## src/rtl/ram_arb_ctrl.sv

```systemverilog
// Round-robin arbiter/sequencer between two masters and one 128x32 sync RAM.
// Optional post-reset zero sweep of the RAM is enabled with `define MEM_INIT_EN.
module ram_arb_ctrl #(
    parameter int DATA_WIDTH = 32,
    parameter int ADDR_WIDTH = 7
) (
    input  logic                  clk,
    input  logic                  reset,
    input  logic                  req_a,
    input  logic                  we_a,
    input  logic [ADDR_WIDTH-1:0] addr_a,
    input  logic [DATA_WIDTH-1:0] wdata_a,
    input  logic                  req_b,
    input  logic                  we_b,
    input  logic [ADDR_WIDTH-1:0] addr_b,
    input  logic [DATA_WIDTH-1:0] wdata_b,
    output logic                  gnt_a,
    output logic                  gnt_b,
    output logic                  rvalid_a,
    output logic                  rvalid_b,
    output logic [DATA_WIDTH-1:0] rdata_a,
    output logic [DATA_WIDTH-1:0] rdata_b,
    output logic                  init_done,
    output logic                  mem_we,
    output logic [ADDR_WIDTH-1:0] mem_address,
    output logic [DATA_WIDTH-1:0] mem_d,
    input  logic [DATA_WIDTH-1:0] mem_q
);

    logic                  r_prio;
    logic                  r_rvalid_a;
    logic                  r_rvalid_b;
    logic                  r_init_done;
    logic                  w_run;
    logic                  w_gnt_a;
    logic                  w_gnt_b;
    logic                  w_sweep;
    logic [ADDR_WIDTH-1:0] w_sweep_addr;

`ifdef MEM_INIT_EN
    typedef enum logic {
        S_INIT,
        S_RUN
    } state_t;

    state_t                r_state;
    logic [ADDR_WIDTH-1:0] r_sweep;

    // Sweep stops at the last address; RUN is entered on the following edge.
    always_ff @(posedge clk) begin
        if (reset) begin
            r_state     <= S_INIT;
            r_sweep     <= '0;
            r_init_done <= 1'b0;
        end else begin
            unique case (r_state)
                S_INIT: begin
                    if (r_sweep == {ADDR_WIDTH{1'b1}}) begin
                        r_state     <= S_RUN;
                        r_init_done <= 1'b1;
                    end else begin
                        r_sweep <= r_sweep + ADDR_WIDTH'(1);
                    end
                end
                S_RUN: begin
                    r_init_done <= 1'b1;
                end
            endcase
        end
    end

    assign w_sweep      = (r_state == S_INIT) && !reset;
    assign w_sweep_addr = r_sweep;
`else
    always_ff @(posedge clk) begin
        if (reset) begin
            r_init_done <= 1'b1;
        end else begin
            r_init_done <= 1'b1;
        end
    end

    assign w_sweep      = 1'b0;
    assign w_sweep_addr = '0;
`endif

    assign w_run   = r_init_done && !reset;
    assign w_gnt_a = w_run && req_a && (!req_b || !r_prio);
    assign w_gnt_b = w_run && req_b && (!req_a || r_prio);

    always_ff @(posedge clk) begin
        if (reset) begin
            r_prio     <= 1'b0;
            r_rvalid_a <= 1'b0;
            r_rvalid_b <= 1'b0;
        end else begin
            if (w_gnt_a) begin
                r_prio <= 1'b1;
            end else if (w_gnt_b) begin
                r_prio <= 1'b0;
            end
            r_rvalid_a <= w_gnt_a && !we_a;
            r_rvalid_b <= w_gnt_b && !we_b;
        end
    end

    // A read accepted just before reset must not surface while reset is high.
    assign rvalid_a  = r_rvalid_a && !reset;
    assign rvalid_b  = r_rvalid_b && !reset;
    assign rdata_a   = mem_q;
    assign rdata_b   = mem_q;
    assign gnt_a     = w_gnt_a;
    assign gnt_b     = w_gnt_b;
    assign init_done = r_init_done;

    always_comb begin
        mem_we      = (w_gnt_a && we_a) || (w_gnt_b && we_b);
        mem_address = w_gnt_b ? addr_b : addr_a;
        mem_d       = w_gnt_b ? wdata_b : wdata_a;
        if (w_sweep) begin
            mem_we      = 1'b1;
            mem_address = w_sweep_addr;
            mem_d       = '0;
        end
    end

endmodule

```

## config.mk

```make
export PLATFORM = sky130hd
export DESIGN_NAME = ram_arb_ctrl
export DESIGN_NICKNAME = d
export VERILOG_FILES = /design/src/rtl/ram_arb_ctrl.sv
export SDC_FILE = /design/constraint.sdc
export NUM_CORES = 1
export LEC_CHECK = 0
export CAP_MARGIN = 20
export CORE_AREA = 2 2 86 88
export CTS_CLUSTER_DIAMETER = 120
export DETAILED_ROUTE_END_ITERATION = 8
export DIE_AREA = 0 0 88 90
export HOLD_SLACK_MARGIN = 0.15
export PLACE_DENSITY = 0.73
export SYNTH_ARGS = -nofsm -noshare
export SYNTH_HDL_FRONTEND = slang
export SYNTH_SLANG_ARGS = --single-unit
```

## constraint.sdc

```tcl
create_clock -name clk -period 1.5 [get_ports clk]
set_input_delay 0.225 -clock clk [delete_from_list [all_inputs] [get_ports clk]]
set_output_delay 0.225 -clock clk [all_outputs]
set_load 0.03 [all_outputs]
```

==> results.tsv <==
stage	metric	value	unit
timing	Setup-failing EPs final	39	
cts	H-tree levels	1	
grt	largest net degree at the start of global routing	9	
grt	GRT overflow	0	
cts	CTS Sinks	3	
route	First-pass DRT Iterations	3	
timing	final setup margin	-0.237	ns
floorplanning	# IOs	225	
synth	Yosys top cell by area	mux2_4	
timing	unrepaired setup endpoints after global routing	true	
floorplanning	Initial Util	18.2	%
route	routed vias/inst	3.54	
timing	Sum Neg Setup Slack	-7.31	ns
worst_setup_path	R2R setup slack	0.40	ns
synth	post-synthesis cell count	127	
route	final wirelength	4260	um
cells_and_area	Final nets	323	
place	Port Buffers	127	
route	vias	1084	
cts	clock latency on the worst-skew pair	0.21	ns
synth	top post-synthesis cells by area	mux2_4 (45%), buf_4 (38%), dfxtp_1 (4.7%)	
worst_setup_path	WP data required	1.27	ns
worst_setup_path	CP startpoint kind	register	
cts	Reg clk slew, reported paths	0.03	ns
worst_setup_path	FF-to-FF End	r_rvalid_b$_SDFF_PP0_	
cells_and_area	Layout Utilization	34.5	%
grt	vias in the first global route	1118	
route	initial DRC count	3	
synth	Seq cells post-synth	3	
run_status	failing checks	negative setup slack	
worst_setup_path	Max FO, Critical Path	5	
timing	final-report max-slew violation count	0	
timing	Fin. Hold Viols	0	
timing	f_max	576	MHz
cells_and_area	Final Instance Area	2420	um^2
cts	total CTS buffers	3	
worst_setup_path	R2R depth	6	
timing	hold_ws	0.450	ns
route	post-route ant nets	0	
cts	CTS root buffer	clkbuf_8	
synth	Post-Syn Area per Cell	10.0	um^2
cts	CTS tree	done	
cells_and_area	most frequent cells in the layout	clkdlybuf4s50_1 (80), buf_6 (47), mux2_4 (39)	
worst_setup_path	CP Class	reg2out	
synth	net count after synthesis	243	
synth	mapped cell area	1280	um^2
min_path	hold depth	0	
min_path	hold_sp	mem_q[12]	
min_path	Worst Hold End	rdata_a[12]	
min_path	Hold/Removal Path Class	in2out	
timing	final worst path period share	116	%
run_status	outcome	complete, but fails checks	
power	Leakage	0.00116	uW
place	gpl congestion	0.753	
run	Max-Cap Viols	0	
floorplanning	num rows	31	
floorplanning	Core Region	7020	um^2
power	Max VDD drop	150	uV
grt	antenna violations before repair	1	
cts	clock tree buffer depth	2	
worst_setup_path	reg-to-reg startpoint	r_prio$_SDFFE_PP0P_	
route	wire per inst	13.9	um
cells_and_area	share of post-route cells with drive strength above 1	51.9	%
grt	first-pass GRT wire length	5860	um
cts	Hold-fix buffers, CTS	0	
route	# DRC	0	
floorplanning	die height	90	um
cells_and_area	Area growth, synth to finish	89.6	%
cells_and_area	fillers	693	
floorplanning	chip width	88	um
place	Cell Area, Placed	2220	um^2
synth	library cells used by synthesis	16	
power	Cell Pwr Density	487	nW/um^2
synth	register area share after synthesis	4.71	%
timing	Final Skew	0.00105	ns
cells_and_area	most common cell after layout, fill and taps aside	clkdlybuf4s50_1	
worst_setup_path	Crit. End Element	primary output	
grt	GRT Total Usage	9.84	%
synth	top cell type's share of synthesized area	44.7	%
worst_setup_path	Critical Path AT	1.51	ns
timing	fin crit period	1.74	ns
floorplanning	DIE AREA	7920	um^2
synth	Syn. warnings	0	
place	Post-DP HPWL	3570	um
-- timing repair --
action,4_1_cts,5_1_grt
cloned,2,0
pin swaps,0,0
buffers inserted,7,1
resized for setup,246,25
endpoints found under the setup margin,42,41
-- worst max path at each step --
stage	depth (start not counted)	slack, ns	from	to
floorplan	4	0.20	r_prio$_SDFFE_PP0P_	mem_address[0]
detailed placement	6	-0.82	req_a	mem_d[31]
global route	6	-0.29	r_prio$_SDFFE_PP0P_	mem_d[2]
CTS	7	-0.32	r_prio$_SDFFE_PP0P_	mem_d[26]
global placement	6	-0.80	req_a	mem_d[31]
finish	6	-0.24	r_prio$_SDFFE_PP0P_	mem_d[2]
-- flip-flops by register name, indices dropped and copies added, names as in the netlist --
| register | flops |
|---|---|
| r_prio | 1 |
| r_rvalid_b | 1 |
| r_rvalid_a | 1 |
-- power breakdown --
part / switching (uW) / total [uW] / internal [uW]
clock network: 52.8 / 234 / 181
registers: 1.38 / 86.1 / 84.7
logic: 342 / 858 / 516
-- critical path: stages, from the launching register on --
cell and delay [ns]:
dfxtp_2 0.32, nand2b_4 0.13, nand3b_4 0.12, buf_6 0.16, buf_8 0.13, mux2_4 0.30, buf_8 0.14
-- final cells by class --
cell class	count	area, um^2	area share, %
timing repair buffer	144	1500	61.8
sequential	3	61.3	2.53
clock buffer	4	45.0	1.86
inverter	1	3.75	0.155
tap	99	124	5.12
antenna	1	2.50	0.103
multi-input combinational	54	687	28.4
-- logic make-up after synthesis --
logic type	count (synthesis)	synth area share, %
AOI/OAI and AO/OA	2	0.784
buffers and inverters	70	42.1
DFF	3	4.71
muxes	39	45.6
other	1	0.294
and+or+nand+nor	12	6.57
-- synthesized netlist by cell type --
cell type,n
nor3_1,1
or2b_1,1
buf_6,4
nand3b_4,1
inv_1,1
nand2_1,2
mux2_2,1
nor2_1,2
buf_4,65
dfxtp_1,3
a21oi_1,2
nor2b_1,2
mux2_4,38
nand3_1,2
nand2b_4,1
conb_1,1
-- per-layer routing --
metal	share of wire (%)	global-route usage, %	routed length, um
met1	31	8.78	1330
met5	0	0	0
met2	52	17.9	2220
met3	15	5.05	620
met4	2.0	4.49	85
-- stage by stage --
step / power, uW / worst slack, ns / cells
CTS: 1170 / -0.320 / 307
detailed placement: 885 / -0.821 / 295
finish: 1180 / -0.237 / 306
floorplan: 793 / 0.197 / 127
global route: 1240 / -0.294 / 305
global placement: 878 / -0.800 / 295
No activity file was read; power rests on OpenSTA's default activity.
